### src/rtl/pc_sequencer_if.sv
// Instruction-memory fetch port: request/address from the sequencer, accept from memory.
interface pc_sequencer_if;
  logic        imem_req;
  logic [15:0] imem_addr;
  logic        imem_ack;

  modport master (output imem_req, output imem_addr, input imem_ack);
  modport slave  (input imem_req, input imem_addr, output imem_ack);
endinterface

### src/rtl/pc_sequencer.sv
// NanoQuarter program counter and fetch sequencer: PC+2 per accepted fetch,
// bne redirect with a fetch-shadow flush window, and an absorbing halt.
module pc_sequencer #(
  parameter logic [15:0] RESET_PC     = 16'h0000,
  parameter int unsigned FLUSH_CYCLES = 1
) (
  input  logic                    clk,
  input  logic                    rst,
  input  logic                    stall,
  input  logic                    br_taken,
  input  logic [15:0]             br_pc,
  input  logic [4:0]              br_off,
  input  logic                    halt,
  pc_sequencer_if.master          imem,
  output logic                    if_valid,
  output logic [15:0]             if_pc,
  output logic                    flush,
  output logic                    halted
);

  typedef enum logic [1:0] {StFetch, StFlush, StHalt} state_e;

  state_e      state_q, state_d;
  logic [15:0] pc_q, pc_d;
  logic [15:0] if_pc_q, if_pc_d;
  logic        if_valid_q, if_valid_d;
  logic        flush_q, flush_d;
  logic        halted_q, halted_d;
  logic [2:0]  cnt_q, cnt_d;
  logic [15:0] br_target;

  assign br_target      = br_pc + {11'b0, br_off};
  assign imem.imem_req  = (state_q == StFetch) & ~stall & ~rst;
  assign imem.imem_addr = pc_q;

  always_comb begin
    state_d    = state_q;
    pc_d       = pc_q;
    if_pc_d    = if_pc_q;
    if_valid_d = 1'b0;
    flush_d    = 1'b0;
    halted_d   = halted_q;
    cnt_d      = cnt_q;
    unique case (state_q)
      StFetch: begin
        // Branch beats halt and discards any same-cycle ack.
        if (br_taken) begin
          pc_d    = br_target;
          state_d = StFlush;
          flush_d = 1'b1;
          cnt_d   = 3'(FLUSH_CYCLES);
        end else if (halt) begin
          state_d  = StHalt;
          halted_d = 1'b1;
        end else if (imem.imem_req && imem.imem_ack) begin
          pc_d       = pc_q + 16'd2;
          if_valid_d = 1'b1;
          if_pc_d    = pc_q;
        end
      end
      StFlush: begin
        if (br_taken) begin
          pc_d    = br_target;
          flush_d = 1'b1;
          cnt_d   = 3'(FLUSH_CYCLES);
        end else if (cnt_q <= 3'd1) begin
          state_d = StFetch;
          cnt_d   = 3'd0;
        end else begin
          cnt_d   = cnt_q - 3'd1;
          flush_d = 1'b1;
        end
      end
      StHalt: begin
        halted_d = 1'b1;
      end
      default: begin
        state_d = StFetch;
      end
    endcase
  end

  always_ff @(posedge clk) begin
    if (rst) begin
      state_q    <= StFetch;
      pc_q       <= RESET_PC;
      if_pc_q    <= RESET_PC;
      if_valid_q <= 1'b0;
      flush_q    <= 1'b0;
      halted_q   <= 1'b0;
      cnt_q      <= 3'd0;
    end else begin
      state_q    <= state_d;
      pc_q       <= pc_d;
      if_pc_q    <= if_pc_d;
      if_valid_q <= if_valid_d;
      flush_q    <= flush_d;
      halted_q   <= halted_d;
      cnt_q      <= cnt_d;
    end
  end

  assign if_valid = if_valid_q;
  assign if_pc    = if_pc_q;
  assign flush    = flush_q;
  assign halted   = halted_q;

endmodule

### src/flat_wrapper.sv
// flat-port wrapper written by rule: the top's interface ports become plain ports
module pc_sequencer_flat 
#(
  parameter logic [15:0] RESET_PC     = 16'h0000,
  parameter int unsigned FLUSH_CYCLES = 1
)
  (clk, rst, stall, br_taken, br_pc, br_off, halt, if_valid, if_pc, flush, halted, imem_imem_req, imem_imem_addr, imem_imem_ack);
  pc_sequencer_if imem_i ();
  input  logic clk;
  input  logic rst;
  input  logic stall;
  input  logic br_taken;
  input  logic [15:0] br_pc;
  input  logic [4:0] br_off;
  input  logic halt;
  output logic if_valid;
  output logic [15:0] if_pc;
  output logic flush;
  output logic halted;
  output wire logic [$bits(imem_i.imem_req)-1:0] imem_imem_req;
  output wire logic [$bits(imem_i.imem_addr)-1:0] imem_imem_addr;
  input wire logic [$bits(imem_i.imem_ack)-1:0] imem_imem_ack;
  assign imem_imem_req = imem_i.imem_req;
  assign imem_imem_addr = imem_i.imem_addr;
  assign imem_i.imem_ack = imem_imem_ack;
  pc_sequencer #(.RESET_PC(RESET_PC), .FLUSH_CYCLES(FLUSH_CYCLES)) u_core (.clk(clk), .rst(rst), .stall(stall), .br_taken(br_taken), .br_pc(br_pc), .br_off(br_off), .halt(halt), .imem(imem_i), .if_valid(if_valid), .if_pc(if_pc), .flush(flush), .halted(halted));
endmodule
### config.mk
export PLATFORM = sky130hd
export DESIGN_NAME = pc_sequencer_flat
export DESIGN_NICKNAME = d
export VERILOG_FILES = /design/src/rtl/pc_sequencer_if.sv /design/src/rtl/pc_sequencer.sv /design/src/flat_wrapper.sv
export SDC_FILE = /design/constraint.sdc
export NUM_CORES = 1
export LEC_CHECK = 0
export BUFFER_PORTS_ARGS = -buffer_cell sky130_fd_sc_hd__buf_4
export CORE_MARGIN = 1
export CORE_UTILIZATION = 52
export DETAILED_ROUTE_END_ITERATION = 12
export PLACE_DENSITY = 0.82
export SLEW_MARGIN = 0
export SYNTH_ARGS = -nofsm -noshare
export SYNTH_HDL_FRONTEND = slang
export SYNTH_SLANG_ARGS = --single-unit
### constraint.sdc
create_clock -name clk -period 2.1 [get_ports clk]
set_input_delay 0.21 -clock clk [delete_from_list [all_inputs] [get_ports clk]]
set_output_delay 0.21 -clock clk [all_outputs]
set_load 0.005 [all_outputs]
Word-level counts from Yosys, hierarchy flattened
Index checks and enable logic that the tools add are counted.

cells by class
  add/subtract/negate cells = 3
  $mul = 0
  divide/modulo/power cells = 0
  $lt $le $gt $ge = 1
  eq/ne operators = 11
  shift operators = 0
  muxes and demuxes = 22
  bitwise operators = 8
  reduce and logical (&&, ||, !) cells = 10

operators by type and width
  kind                                                            count
  2-to-1 mux 16 bit                                               4
  one-hot mux 16 bit (2 select lines)                             1
  adder 16 x 2 -> 16 bit, second input constant                   1
  adder 16 x 5 -> 16 bit                                          1
  AND reduction 4 bit                                             3
  inequality test 2 bit, second input constant                    5
  2-to-1 mux 3 bit                                                3
  inequality test 3 bit, second input constant                    3
  2-to-1 mux 2 bit                                                4
  2-to-1 mux 1 bit                                                6
  NOT 1 bit                                                       6
  one-hot mux 2 bit (3 select lines)                              1
  one-hot mux 3 bit (2 select lines)                              1
  one-hot mux 1 bit (2 select lines)                              2
  nonzero test 2 bit                                              2
  OR reduction 4 bit                                              1
  less-or-equal comparator 3 x 1 -> 1 bit, second input constant  1
  AND reduction 3 bit                                             1
  subtractor 3 x 1 -> 3 bit, second input constant                1
  bitwise AND 1 bit                                               2
  equality test 2 x 1 -> 1 bit, second input constant             1
  equality test 2 bit, second input constant                      1
  zero test 2 bit                                                 1
  inequality test 2 x 1 -> 1 bit, second input constant           1
  2 further kinds                                                 2

word-level totals
  flip-flop bits (word level) = 40
  bits in latches = 0
  bits in writable memories = 0
  bits in read-only memories = 0
  output and inout port bits = 36
  memories = 0

Logic depth before layout (Yosys ltp)
  depth after elaboration = 8
  gate-level depth with buffers = 7
  gate-level depth less buffers = 7

Worst setup path after synthesis
No wires, ideal clock.

  path type = reg2reg
  start point = reg u_core.state_q[0]
  end point = reg u_core.pc_q[9], in the netlist u_core.imem.imem_addr[9]
  setup time = 0.082 ns
  arrival time = 1.709 ns
  path slack = 0.308 ns
  cell stages (with the launch flop) = 6
  buffers on the path = 0
  cell sequence = dfxtp_1 or4_4 or3_4 nor4b_2 a21oi_1 o221ai_1

on the way
  longest elaborated chain between the ends = 6
  elaborated cells on any way between the ends = 11
  those cells by class = 4 x eq/ne; 1 x mux; 2 x bitwise; 4 x reduce/logical

RTL lines
  what                                    line                                    RTL
  from (decl)                             pc_sequencer.sv:23                      state_e state_q, state_d;
  from (signal assigned)                  pc_sequencer.sv:85                      state_q <= StFetch;
  from (signal assigned)                  pc_sequencer.sv:93                      state_q <= state_d;
  zero test 2 bit                         pc_sequencer.sv:33, pc_sequencer.sv:44
  bitwise AND 1 bit (2 in series)         pc_sequencer.sv:33                      assign imem.imem_req = (state_q == StFetch) & ~stall & ~rst;
  logical AND 1 bit                       pc_sequencer.sv:55                      end else if (imem.imem_req && imem.imem_ack) begin
  inequality test 3 bit (no source line)  n/a
  AND reduction 4 bit (no source line)    n/a
  to (signal assigned)                    pc_sequencer.sv:94                      pc_q <= pc_d;
  to (decl)                               pc_sequencer.sv:24                      logic [15:0] pc_q, pc_d;

Parallel ways exist; a longest one is shown, timed or not.
A chain may end at the register's enable or synchronous reset.

Final worst setup path
  start point = reg u_core.pc_q[1], in the netlist u_core.imem.imem_addr[1]
  end point = reg u_core.pc_q[15], in the netlist u_core.imem.imem_addr[15]

on the way
  longest elaborated chain between the ends = 5

RTL lines
  what                                 line                RTL
  adder 16 x 2 -> 16 bit               pc_sequencer.sv:56  pc_d = pc_q + 16'd2;
  2-to-1 mux 16 bit                    pc_sequencer.sv:55
  2-to-1 mux 16 bit                    pc_sequencer.sv:52  end else if (halt) begin
  2-to-1 mux 16 bit                    pc_sequencer.sv:47  if (br_taken) begin
  one-hot mux 16 bit (2 select lines)  pc_sequencer.sv:44  unique case (state_q)

Every way passes these cells. The select of a mux whose other input is x is not followed.

==> impl_table.tex <==
\begin{tabular}{lr}
\hline
Metric & Value \\
\hline
\multicolumn{2}{l}{\textbf{Outcome}} \\
Outcome & finished clean \\
\multicolumn{2}{l}{\textbf{GRT}} \\
Via count of the first global-routing pass & 2,053 \\
Total routing usage reported by global routing & 27.4\% \\
Number of antenna violations at the first check in global routing & 0 \\
Maximum number of pins on one net before global-route repair & 39 \\
First-pass GRT wire length & 9430 um \\
Remaining global-route overflow & 0 \\
\multicolumn{2}{l}{\textbf{Timing}} \\
Worst clock skew on the final layout & 0.00632 ns \\
Time the worst path needs with I/O delays and setup & 1.93 ns \\
Max-slew headroom at the worst pin & 62.1\% \\
Final setup TNS & 0 ns \\
Setup violators final & 0 \\
Timing-limited maximum frequency & 0.517 GHz \\
Tcrit/Tclk final & 92.1\% \\
Number of hold-slack violations in the final timing report & 0 \\
Worst slew pin tran & 0.566 ns \\
Worst setup slack after layout & 0.166 ns \\
Final max-slew violation count & 0 \\
Setup repair after global routing missed its margin & no \\
\multicolumn{2}{l}{\textbf{Setup path}} \\
Crit end category & register \\
Number of cells on the worst reg-to-reg path & 6 \\
End of the worst register-to-register path & u\_core.imem.imem\_addr[15]\$\_SDFFE\_PP0P\_ \\
Worst path arrival time & 2.14 ns \\
Timing startpoint of the critical path & u\_core.imem.imem\_addr[1]\$\_SDFFE\_PP0P\_ \\
Worst reg2reg path startpoint & u\_core.imem.imem\_addr[1]\$\_SDFFE\_PP0P\_ \\
Maximum net fanout on the critical path & 7 \\
Required time worst endpoint & 2.31 ns \\
Destination of the critical timing path & u\_core.imem.imem\_addr[15]\$\_SDFFE\_PP0P\_ \\
Startpoint class of the critical path & register \\
Classification of the worst setup path & register to register \\
Setup slack of the worst register-to-register path & 0.17 ns \\
\multicolumn{2}{l}{\textbf{Route}} \\
Number of DRC violations after detailed-routing iteration 0 & 174 \\
Pre-Repair DR Iteration Count & 4 \\
Routed WL & 6020 um \\
Via density per instance & 5.84 \\
Routed wire per std cell & 14.9 um \\
Count of vias placed by the detailed router & 2,358 \\
DRC viols & 0 \\
Final ANT Viol Nets & 0 \\
\multicolumn{2}{l}{\textbf{CTS}} \\
Clock Pin Slew Worst Setup and Hold Paths & 0.08 ns \\
Number of instances resized during post-cts repair & 0 \\
Clock tree from TritonCTS & built \\
Maximum buffer depth of the clock tree & 2 \\
Number of sinks handled by clock tree synthesis & 40 \\
H-tree depth & 2 \\
CTS root buffer & sky130\_fd\_sc\_hd\_\_clkbuf\_8 \\
Number of clock buffers inserted by TritonCTS & 5 \\
\# Post-CTS Setup Buffers & 0 \\
Clock Latency Late Sink & 0.29 ns \\
CTS Hold Buffers Added & 0 \\
\multicolumn{2}{l}{\textbf{Final layout}} \\
Net count, final & 390 \\
Commonest non-fill, non-tap cell in the layout & sky130\_fd\_sc\_hd\_\_buf\_4 \\
Count of non-filler cells in the finished layout & 404 \\
Final core utilization & 70.6\% \\
Fraction of layout instances using a drive strength above 1 & 24.3\% \\
Number of antenna diodes & 0 \\
Layout-stage area growth over the synthesis result & 28.5\% \\
Commonest cells after routing, fill and taps aside & sky130\_fd\_sc\_hd\_\_buf\_4 (71), sky130\_fd\_sc\_hd\_\_nand2\_1 (47), sky130\_fd\_sc\_hd\_\_a21oi\_1 (43) \\
\multicolumn{2}{l}{\textbf{Placed design}} \\
\# port buffers & 62 \\
RePlAce Congestion & 0.926 \\
HPWL Detailed & 4480 um \\
Placed Cells incl. Taps & 397 \\
Post-placement setup slack & 0.0246 ns \\
\multicolumn{2}{l}{\textbf{Yosys}} \\
Proportion of register bits with asynchronous set or reset after synthesis & 0\% \\
Yosys synthesis warning count & 0 \\
Fraction of the yosys area taken by sequential cells & 35.7\% \\
Gate Count Post-Synth & 287 \\
Cell Area, Synth & 2250 um\^{}2 \\
Number of enable flip-flop cells after synthesis & 0 \\
Top flip-flop cell by instance count after synthesis & sky130\_fd\_sc\_hd\_\_dfxtp\_1 \\
Syn Area/Cell & 7.83 um\^{}2 \\
Register bit count reported by yosys & 40 \\
Count of unique library cells instantiated by Yosys & 52 \\
Net count after synthesis & 323 \\
\multicolumn{2}{l}{\textbf{Floorplan}} \\
Total core area & 4090 um\^{}2 \\
Number of placement rows & 23 \\
Vertical die dimension & 67.7 um \\
Horizontal extent of the die & 67.7 um \\
Die area & 4590 um\^{}2 \\
Num ports & 63 \\
Starting density of the core & 55.0\% \\
\multicolumn{2}{l}{\textbf{Pwr}} \\
Largest voltage drop on the vdd net & 0.297 mV \\
Overall power & 1.69 mW \\
Power density relative to cell area & 585 nW/um\^{}2 \\
Leakage power of the design & 1.21 nW \\
\multicolumn{2}{l}{\textbf{Worst hold path}} \\
Worst hold path class & input pin to register \\
\multicolumn{2}{l}{\textbf{Run}} \\
\# Max-Cap Violations & 0 \\
\hline
\end{tabular}
-- state kept, by name (all words and copies together) (netlist names) --
name / cells
u_core.halted: 1
u_core.cnt_q: 3
u_core.state_q: 2
u_core.flush: 1
u_core.if_valid: 1
u_core.imem.imem_addr: 16
u_core.if_pc: 16
-- cell usage after synthesis, types with 6 or more instances --
cell,n,area share (%)
sky130_fd_sc_hd__a31oi_1,6,1.7
sky130_fd_sc_hd__nand4_1,6,1.7
sky130_fd_sc_hd__nor2_1,12,2.0
sky130_fd_sc_hd__o21ai_0,13,2.9
sky130_fd_sc_hd__dfxtp_1,40,36
sky130_fd_sc_hd__nand3_1,14,3.1
sky130_fd_sc_hd__clkbuf_1,8,1.3
sky130_fd_sc_hd__xor2_1,6,2.3
sky130_fd_sc_hd__and3_1,7,1.9
sky130_fd_sc_hd__ha_1,8,4.5
sky130_fd_sc_hd__inv_1,12,2.0
sky130_fd_sc_hd__nand2_1,47,7.9
sky130_fd_sc_hd__a21oi_1,43,9.6
-- worst min path at each step --
stage	cells after the start	startpoint	endpoint	slack, ns
CTS	3	br_pc[15]	u_core.imem.imem_addr[15]$_SDFFE_PP0P_	0.20
global placement	2	u_core.if_pc[9]$_SDFFE_PP0P_	u_core.if_pc[9]$_SDFFE_PP0P_	0.44
detailed placement	2	u_core.if_pc[8]$_SDFFE_PP0P_	u_core.if_pc[8]$_SDFFE_PP0P_	0.45
floorplan	2	br_pc[9]	u_core.imem.imem_addr[9]$_SDFFE_PP0P_	0.36
finish	3	br_pc[15]	u_core.imem.imem_addr[15]$_SDFFE_PP0P_	0.19
global route	3	br_pc[15]	u_core.imem.imem_addr[15]$_SDFFE_PP0P_	0.22
-- metal layers --
metal	global-route usage [%]	vias up	part of all wire (%)
li1	-	1171	-
met1	35.4	1068	43
met2	44.7	107	47
met3	6.42	12	8.1
met4	8.24	0	1.6
met5	0	-	0
-- cell families (layout without fill, tap and decap cells) --
kind of cell | count (synthesis) | count (layout) | share of synthesized area (%)
AOI/OAI and AO/OA | 92 | 92 | 25.9
and+or+nand+nor | 111 | 111 | 24.7
xor gates and xnor gates | 10 | 10 | 3.90
buffers and inverters | 25 | 92 | 4.57
DFF | 40 | 40 | 35.7
adders and majority gates | 9 | 9 | 5.35
-- layout make-up --
cell class                      count  area [um^2]
Fill cell                         363         1200
Inverter                           13         48.8
Tap cell                           50         62.6
Multi-Input combinational cell    222         1340
Clock inverter                      1         5.00
Clock buffer                        6         72.6
Timing Repair Buffer               72          553
Sequential cell                    40          801
-- power by group --
group	switching (mW)	leakage (nW)	internal, mW	total, mW
combinational	0.183	0.844	0.175	0.358
sequential	0.0513	0.327	0.795	0.847
clock	0.258	0.0410	0.226	0.484
-- critical path, cell delays in order (launching register included) --
cell and delay [ns]:
sky130_fd_sc_hd__dfxtp_1 0.47, sky130_fd_sc_hd__ha_1 0.24, sky130_fd_sc_hd__and3_1 0.30, sky130_fd_sc_hd__nand2_1 0.13
sky130_fd_sc_hd__nor4_1 0.32, sky130_fd_sc_hd__a21oi_1 0.13, sky130_fd_sc_hd__o32ai_1 0.25
-- stage by stage --
stage,area [um^2],hold slack (ns)
after floorplan,2250,0.364
after global placement,2810,0.439
after detailed placement,2810,0.445
after CTS,2890,0.196
after global routing,2890,0.217
final,2890,0.193
No activity file was read; power rests on OpenSTA's default activity.
